File: src/rtl/spi_ram_pkg.sv
// Shared definitions for the SPI-to-RAM slave: FSM state encodings, frame command codes and sizes.
// Optional read-address auto-increment is controlled by the SPI_RD_ADDR_AUTOINC_EN macro.
package spi_ram_pkg;

    localparam int unsigned FRAME_W       = 10;
    localparam int unsigned DEF_MEM_DEPTH = 256;
    localparam int unsigned DEF_ADDR_SIZE = 8;

    typedef enum logic [2:0] {
        IDLE      = 3'b000,
        CHK_CMD   = 3'b001,
        WRITE     = 3'b010,
        READ_ADD  = 3'b011,
        READ_DATA = 3'b100
    } state_t;

    localparam logic [1:0] CMD_WR_ADDR = 2'b00;
    localparam logic [1:0] CMD_WR_DATA = 2'b01;
    localparam logic [1:0] CMD_RD_ADDR = 2'b10;
    localparam logic [1:0] CMD_RD_DATA = 2'b11;

endpackage

File: src/rtl/spi_ram.sv
// Single-port byte RAM decoding 10-bit command frames into address latches, writes and read fetches.
// SPI_RD_ADDR_AUTOINC_EN: rd_addr advances (wrapping) after every read-data fetch.
module spi_ram
    import spi_ram_pkg::*;
#(
    parameter int unsigned MEM_DEPTH = DEF_MEM_DEPTH,
    parameter int unsigned ADDR_SIZE = DEF_ADDR_SIZE
) (
    input  logic               clk,
    input  logic               rst_n,
    input  logic [FRAME_W-1:0] din,
    input  logic               rx_valid,
    output logic [7:0]         dout,
    output logic               tx_valid
);

    logic [7:0]           mem [0:MEM_DEPTH-1];
    logic [ADDR_SIZE-1:0] wr_addr;
    logic [ADDR_SIZE-1:0] rd_addr;
    logic [1:0]           cmd;

    assign cmd = din[FRAME_W-1 -: 2];

    function automatic logic [ADDR_SIZE-1:0] wrap_addr(input logic [7:0] a);
        return ADDR_SIZE'(32'(a) % MEM_DEPTH);
    endfunction

    // Storage is deliberately left out of reset so preloaded contents survive it.
    always_ff @(posedge clk) begin
        if (rst_n && rx_valid && cmd == CMD_WR_DATA)
            mem[wr_addr] <= din[7:0];
    end

    always_ff @(posedge clk) begin
        if (!rst_n) begin
            wr_addr  <= '0;
            rd_addr  <= '0;
            dout     <= '0;
            tx_valid <= 1'b0;
        end else begin
            tx_valid <= 1'b0;
            if (rx_valid) begin
                case (cmd)
                    CMD_WR_ADDR: wr_addr <= wrap_addr(din[7:0]);
                    CMD_RD_ADDR: rd_addr <= wrap_addr(din[7:0]);
                    CMD_RD_DATA: begin
                        dout     <= mem[rd_addr];
                        tx_valid <= 1'b1;
`ifdef SPI_RD_ADDR_AUTOINC_EN
                        rd_addr  <= (rd_addr == ADDR_SIZE'(MEM_DEPTH - 1)) ? '0 : rd_addr + 1'b1;
`endif
                    end
                    default: ;
                endcase
            end
        end
    end

endmodule

File: src/rtl/spi_ram_wrapper.sv
// SPI slave front end (MSB-first 10-bit frames) driving the spi_ram byte store; read data returned on MISO.
// SPI_RD_ADDR_AUTOINC_EN: keeps rd_flag set after a read so consecutive read-data frames stream bytes.
//
// state     | meaning
// IDLE      | waiting for SS_n low
// CHK_CMD   | sample leading bit: 0 write path, 1 read path (rd_flag picks addr vs data)
// WRITE     | shift a write-address / write-data frame
// READ_ADD  | shift a read-address frame, then set rd_flag
// READ_DATA | shift a read-data frame, then return the fetched byte on MISO
module spi_ram_wrapper
    import spi_ram_pkg::*;
#(
    parameter int unsigned MEM_DEPTH = DEF_MEM_DEPTH,
    parameter int unsigned ADDR_SIZE = DEF_ADDR_SIZE
) (
    input  logic MOSI,
    input  logic SS_n,
    input  logic clk,
    input  logic rst_n,
    output logic MISO
);

    state_t             state;
    logic [3:0]         cnt;
    logic [FRAME_W-2:0] shreg;
    logic [FRAME_W-1:0] rx_data;
    logic               rx_valid;
    logic               frame_done;
    logic               tx_busy;
    logic               rd_flag;
    logic [7:0]         tx_shift;
    logic [7:0]         dout;
    logic               tx_valid;

    always_ff @(posedge clk) begin
        if (!rst_n) begin
            state      <= IDLE;
            cnt        <= '0;
            shreg      <= '0;
            rx_data    <= '0;
            rx_valid   <= 1'b0;
            frame_done <= 1'b0;
            tx_busy    <= 1'b0;
            rd_flag    <= 1'b0;
            tx_shift   <= '0;
            MISO       <= 1'b0;
        end else begin
            rx_valid <= 1'b0;
            if (SS_n) begin
                state      <= IDLE;
                cnt        <= '0;
                frame_done <= 1'b0;
                tx_busy    <= 1'b0;
                MISO       <= 1'b0;
            end else begin
                case (state)
                    IDLE: state <= CHK_CMD;
                    CHK_CMD: begin
                        cnt        <= 4'(FRAME_W - 1);
                        frame_done <= 1'b0;
                        if (!MOSI)
                            state <= WRITE;
                        else if (rd_flag)
                            state <= READ_DATA;
                        else
                            state <= READ_ADD;
                    end
                    WRITE, READ_ADD, READ_DATA: begin
                        if (!frame_done) begin
                            shreg <= {shreg[FRAME_W-3:0], MOSI};
                            if (cnt == 4'd0) begin
                                rx_data    <= {shreg, MOSI};
                                rx_valid   <= 1'b1;
                                frame_done <= 1'b1;
                                if (state == READ_ADD)
                                    rd_flag <= 1'b1;
                            end else begin
                                cnt <= cnt - 4'd1;
                            end
                        end else if (state == READ_DATA) begin
                            // cnt is reused to count the 7 bits remaining after dout[7].
                            if (tx_valid && !tx_busy) begin
                                MISO     <= dout[7];
                                tx_shift <= {dout[6:0], 1'b0};
                                cnt      <= 4'd7;
                                tx_busy  <= 1'b1;
                            end else if (tx_busy) begin
                                if (cnt != 4'd0) begin
                                    MISO     <= tx_shift[7];
                                    tx_shift <= {tx_shift[6:0], 1'b0};
                                    cnt      <= cnt - 4'd1;
`ifndef SPI_RD_ADDR_AUTOINC_EN
                                    if (cnt == 4'd1)
                                        rd_flag <= 1'b0;
`endif
                                end else begin
                                    MISO    <= 1'b0;
                                    tx_busy <= 1'b0;
                                end
                            end
                        end
                    end
                    default: state <= IDLE;
                endcase
            end
        end
    end

    spi_ram #(
        .MEM_DEPTH (MEM_DEPTH),
        .ADDR_SIZE (ADDR_SIZE)
    ) ram_inst (
        .clk      (clk),
        .rst_n    (rst_n),
        .din      (rx_data),
        .rx_valid (rx_valid),
        .dout     (dout),
        .tx_valid (tx_valid)
    );

endmodule

File: config.mk
export PLATFORM = sky130hd
export DESIGN_NAME = spi_ram_wrapper
export DESIGN_NICKNAME = d
export VERILOG_FILES = /design/src/rtl/spi_ram_pkg.sv /design/src/rtl/spi_ram.sv /design/src/rtl/spi_ram_wrapper.sv
export SDC_FILE = /design/constraint.sdc
export NUM_CORES = 2
export LEC_CHECK = 0
export CELL_PAD_IN_SITES_DETAIL_PLACEMENT = 1
export CELL_PAD_IN_SITES_GLOBAL_PLACEMENT = 1
export CORE_AREA = 2 2 437 482
export DETAILED_ROUTE_END_ITERATION = 10
export DIE_AREA = 0 0 439 484
export GPL_TIMING_DRIVEN = 0
export PLACE_DENSITY_LB_ADDON = 0.1
export SLEW_MARGIN = 20
export SYNTH_ARGS = -nofsm -noshare
export SYNTH_HDL_FRONTEND = slang
export SYNTH_HIERARCHICAL = 1
export SYNTH_SLANG_ARGS = --single-unit
File: constraint.sdc
create_clock -name clk -period 5.8 [get_ports clk]
set_input_delay 1.16 -clock clk [delete_from_list [all_inputs] [get_ports clk]]
set_output_delay 1.16 -clock clk [all_outputs]
set_load 0.02 [all_outputs]
==> qor.txt <==
status = finished, final reports clean
reg2reg start = ram_inst/rd_addr[1]
post-layout min period = 5740 ps
Max-Cap Viols = 0
Seq/Total Area, Yosys = 76.0%
Initial DRC Count = 7444
Synth Register Bits = 2111
Clock Sinks = 2111
Initial Util = 39.7%
post-cts resize count = 0
final setup vio count = 0
maximum buffer depth of the clock tree = 3
clock latency on the worst-skew pair = 890 ps
Rows = 176
FFs w/ async S/R, synth = 0%
critical-path maximum fanout = 10
slowest CP cell = buf_2
dpl cell area = 87700 µm²
RePlAce Congestion = 0.990
syn_nets = 4086
stages on the worst setup path = 11
WS Path Type = reg2reg
Area growth syn-to-layout = 14.2%
Cell Chain, Critical Path = buf_4 -> buf_6 -> buf_2 -> buf_2 -> buf_2 -> buf_2 -> mux4_2 -> o31ai_1 -> nor4_1 -> nand4_1 -> o211ai_1
core area = 208000 µm²
Worst Path Arrival = 6490 ps
CTS tree = yes
FF-to-FF End = ram_inst/dout[5]
htree depth = 4
Detail Route Antenna Nets = 0
cts hold-fix bufs = 0
Final Skew = 42.4 ps
cts bufs inserted = 217
Post-Place Cells = 6906
vias per cell = 6.41
count of cell types in the netlist = 76
worst setup path end = ram_inst/dout[5]
number of buffers added on ports = 4
Via Count = 46800
fin util = 45.3%
ratio of total power to cell area = 316 nW/µm²
CP delay by family, top = buffers and inverters
worst slack at placement = -371 ps
CP required = 6550 ps
CP dominant cell by count = buf_2
Die Wd = 439 µm
Post-synth EDFFs = 2048
largest net degree at the start of global routing = 71
commonest non-fill, non-tap cell in the layout = edfxtp_1
average size of a mapped cell = 20.2 µm²
remaining routing DRC violations = 0
Synth warnings = 6
Internal = 23.8 mW
Synth Instances = 4080
fin cells = 7307
RSZ-0062 raised after global routing = false
Pleak = 28.5 nW
First-pass DRT Iterations = 6
Switching Fraction = 20.2%
power share of the combinational group = 0.2%
most frequent cells in the layout = edfxtp_1 (2048), mux4_2 (424), nor2_1 (307)
Worst-Margin Slew = 1310 ps
Fill cells = 19200
period utilisation layout = 98.9%
peak supply drop = 0.339 mV
critical path capture point type = register
Hold WS = 482 ps
CP max stage delay = 850 ps
Crit. Startpoint = ram_inst/rd_addr[1]
NetSw = 6.00 mW
Root Buffer = clkbuf_16
Slew Viols, Final = 0
footprint of the multi-input gates = 18200 µm²
Die Ht = 484 µm
DR WL/cell = 46.6 µm
sequential cell area = 62800 µm²
mapped cell area = 82500 µm²
Top Ports = 5
Hold WC Path Type = reg2reg
drt total wl = 340 mm
Worst-path clk slew = 70 ps
startpoint types = register
post-route cell area = 94300 µm²
WP buf/inv = 6
post-route setup slack = 64.9 ps
Total Routing Usage GR = 32.0%
Clock power frac = 44.5%
number of nets in the layout = 4373
grt ovf = 0
r2r worst-path depth = 11
Fmax = 0.174 GHz
Die ar. = 212000 µm²
Most used DFF post-synth = edfxtp_1
fraction of layout cells with a size suffix above 1 = 23.1%
Slew HR = 12.5%
vias in the first global route = 45300
Hold Violations, Final = 0
initial antenna violation count = 42
Post-CTS Setup Inserts = 0
first-pass GRT wire length = 444 mm
Worst R2R Setup Slack = 60 ps
detailed-placement wirelength estimate = 235 mm
Reg power frac = 55.3%
## kinds of logic (layout without fill, tap and decap cells)
group                      after synthesis  in the layout  synth area share [%]
and+or+nand+nor                        640            640                  3.50
other                                    0              9                     0
DFF                                   2111           2111                  76.0
muxes                                  698            698                  15.2
adders and majority gates                2              2                0.0303
AOI/OAI and AO/OA                      367            367                  3.16
buffers and inverters                  262            721                  2.08
## layout make-up
class	count	share of cell area, %
Clock buffer	276	6.09
Inverter	13	0.0518
Clock inverter	115	0.839
Multi-Input combinational cell	1707	19.3
Sequential cell	2111	66.6
Buffer	249	1.84
Tap cell	2759	3.66
Antenna cell	9	0.0239
Timing Repair Buffer	68	1.55
## how the worst min path moves through the flow
stage / start / to / slack (ps) / depth (start not counted)
3_3_place_gp: tx_shift[2] / tx_shift[2] / 490 / 2
6_report: shreg[8] / rx_data[9] / 480 / 2
4_1_cts: shreg[8] / rx_data[9] / 500 / 2
3_5_place_dp: tx_shift[2] / tx_shift[2] / 500 / 2
2_1_floorplan: ram_inst/dout[5] / ram_inst/dout[5] / 440 / 2
5_1_grt: shreg[8] / rx_data[9] / 540 / 2
## per-layer routing
layer / global-route usage (%) / up-vias / wire length, µm
li1: - / 17500 / -
met1: 43.4 / 26000 / 133000
met2: 48.9 / 2693 / 156000
met3: 6.63 / 612 / 31100
met4: 16.2 / 16 / 20500
met5: 0 / - / 115
## worst reg2reg max path, cell delays in order (launching register included)
cell,delay [ps]
dfxtp_1,310
buf_4,250
buf_6,280
buf_2,760
buf_2,800
buf_2,660
buf_2,870
mux4_2,490
o31ai_1,770
nor4_1,110
nand4_1,190
o211ai_1,110
## power by group through the flow
stage               Sequential, mW  Clock, mW  Combinational, mW
global placement              16.8          0             0.0357
global route                  16.5       13.9             0.0491
finish                        16.5       13.3             0.0451
detailed placement            16.8          0             0.0450
CTS                           16.5       13.4             0.0451
floorplan                     16.8          0             0.0213
## state kept, by name, indices dropped and copies added (netlist names), 3 cells and up
register and count:
ram_inst/wr_addr 8, rx_data 10, tx_shift 7, ram_inst/rd_addr 8, ram_inst/mem 2048, ram_inst/dout 8
shreg 9, cnt 4, state 3
## cells in the mapped netlist, types with 12 or more instances
master / instances / area, µm²
mux4_1: 14 / 368
buf_2: 57 / 285
o22ai_1: 79 / 494
o21ai_0: 27 / 135
o221ai_1: 37 / 324
a21oi_1: 57 / 285
nor3_1: 35 / 175
buf_8: 13 / 195
a211oi_1: 19 / 143
dfxtp_1: 63 / 1260
clkbuf_1: 98 / 368
nor2_1: 335 / 1260
nand3_1: 55 / 275
buf_4: 22 / 165
inv_1: 12 / 45.0
a22oi_1: 40 / 300
mux2i_1: 245 / 2450
buf_6: 43 / 484
nand4_1: 13 / 81.3
nand2b_1: 12 / 75.1
edfxtp_1: 2048 / 61500
nand2_1: 102 / 383
nor2b_1: 15 / 93.8
mux2_2: 15 / 169
mux4_2: 424 / 9550
nor4_1: 15 / 93.8
a22o_1: 13 / 114
a2111oi_0: 18 / 158
## stage by stage
stage | TNS [ps] | total power, mW
after floorplan | 0 | 16.8
after global placement | -7666600 | 16.8
after detailed placement | -96720 | 16.8
after CTS | 0 | 29.9
after global routing | 0 | 30.4
final | 0 | 29.8
Note: power is estimated with default switching activity, not from simulation.
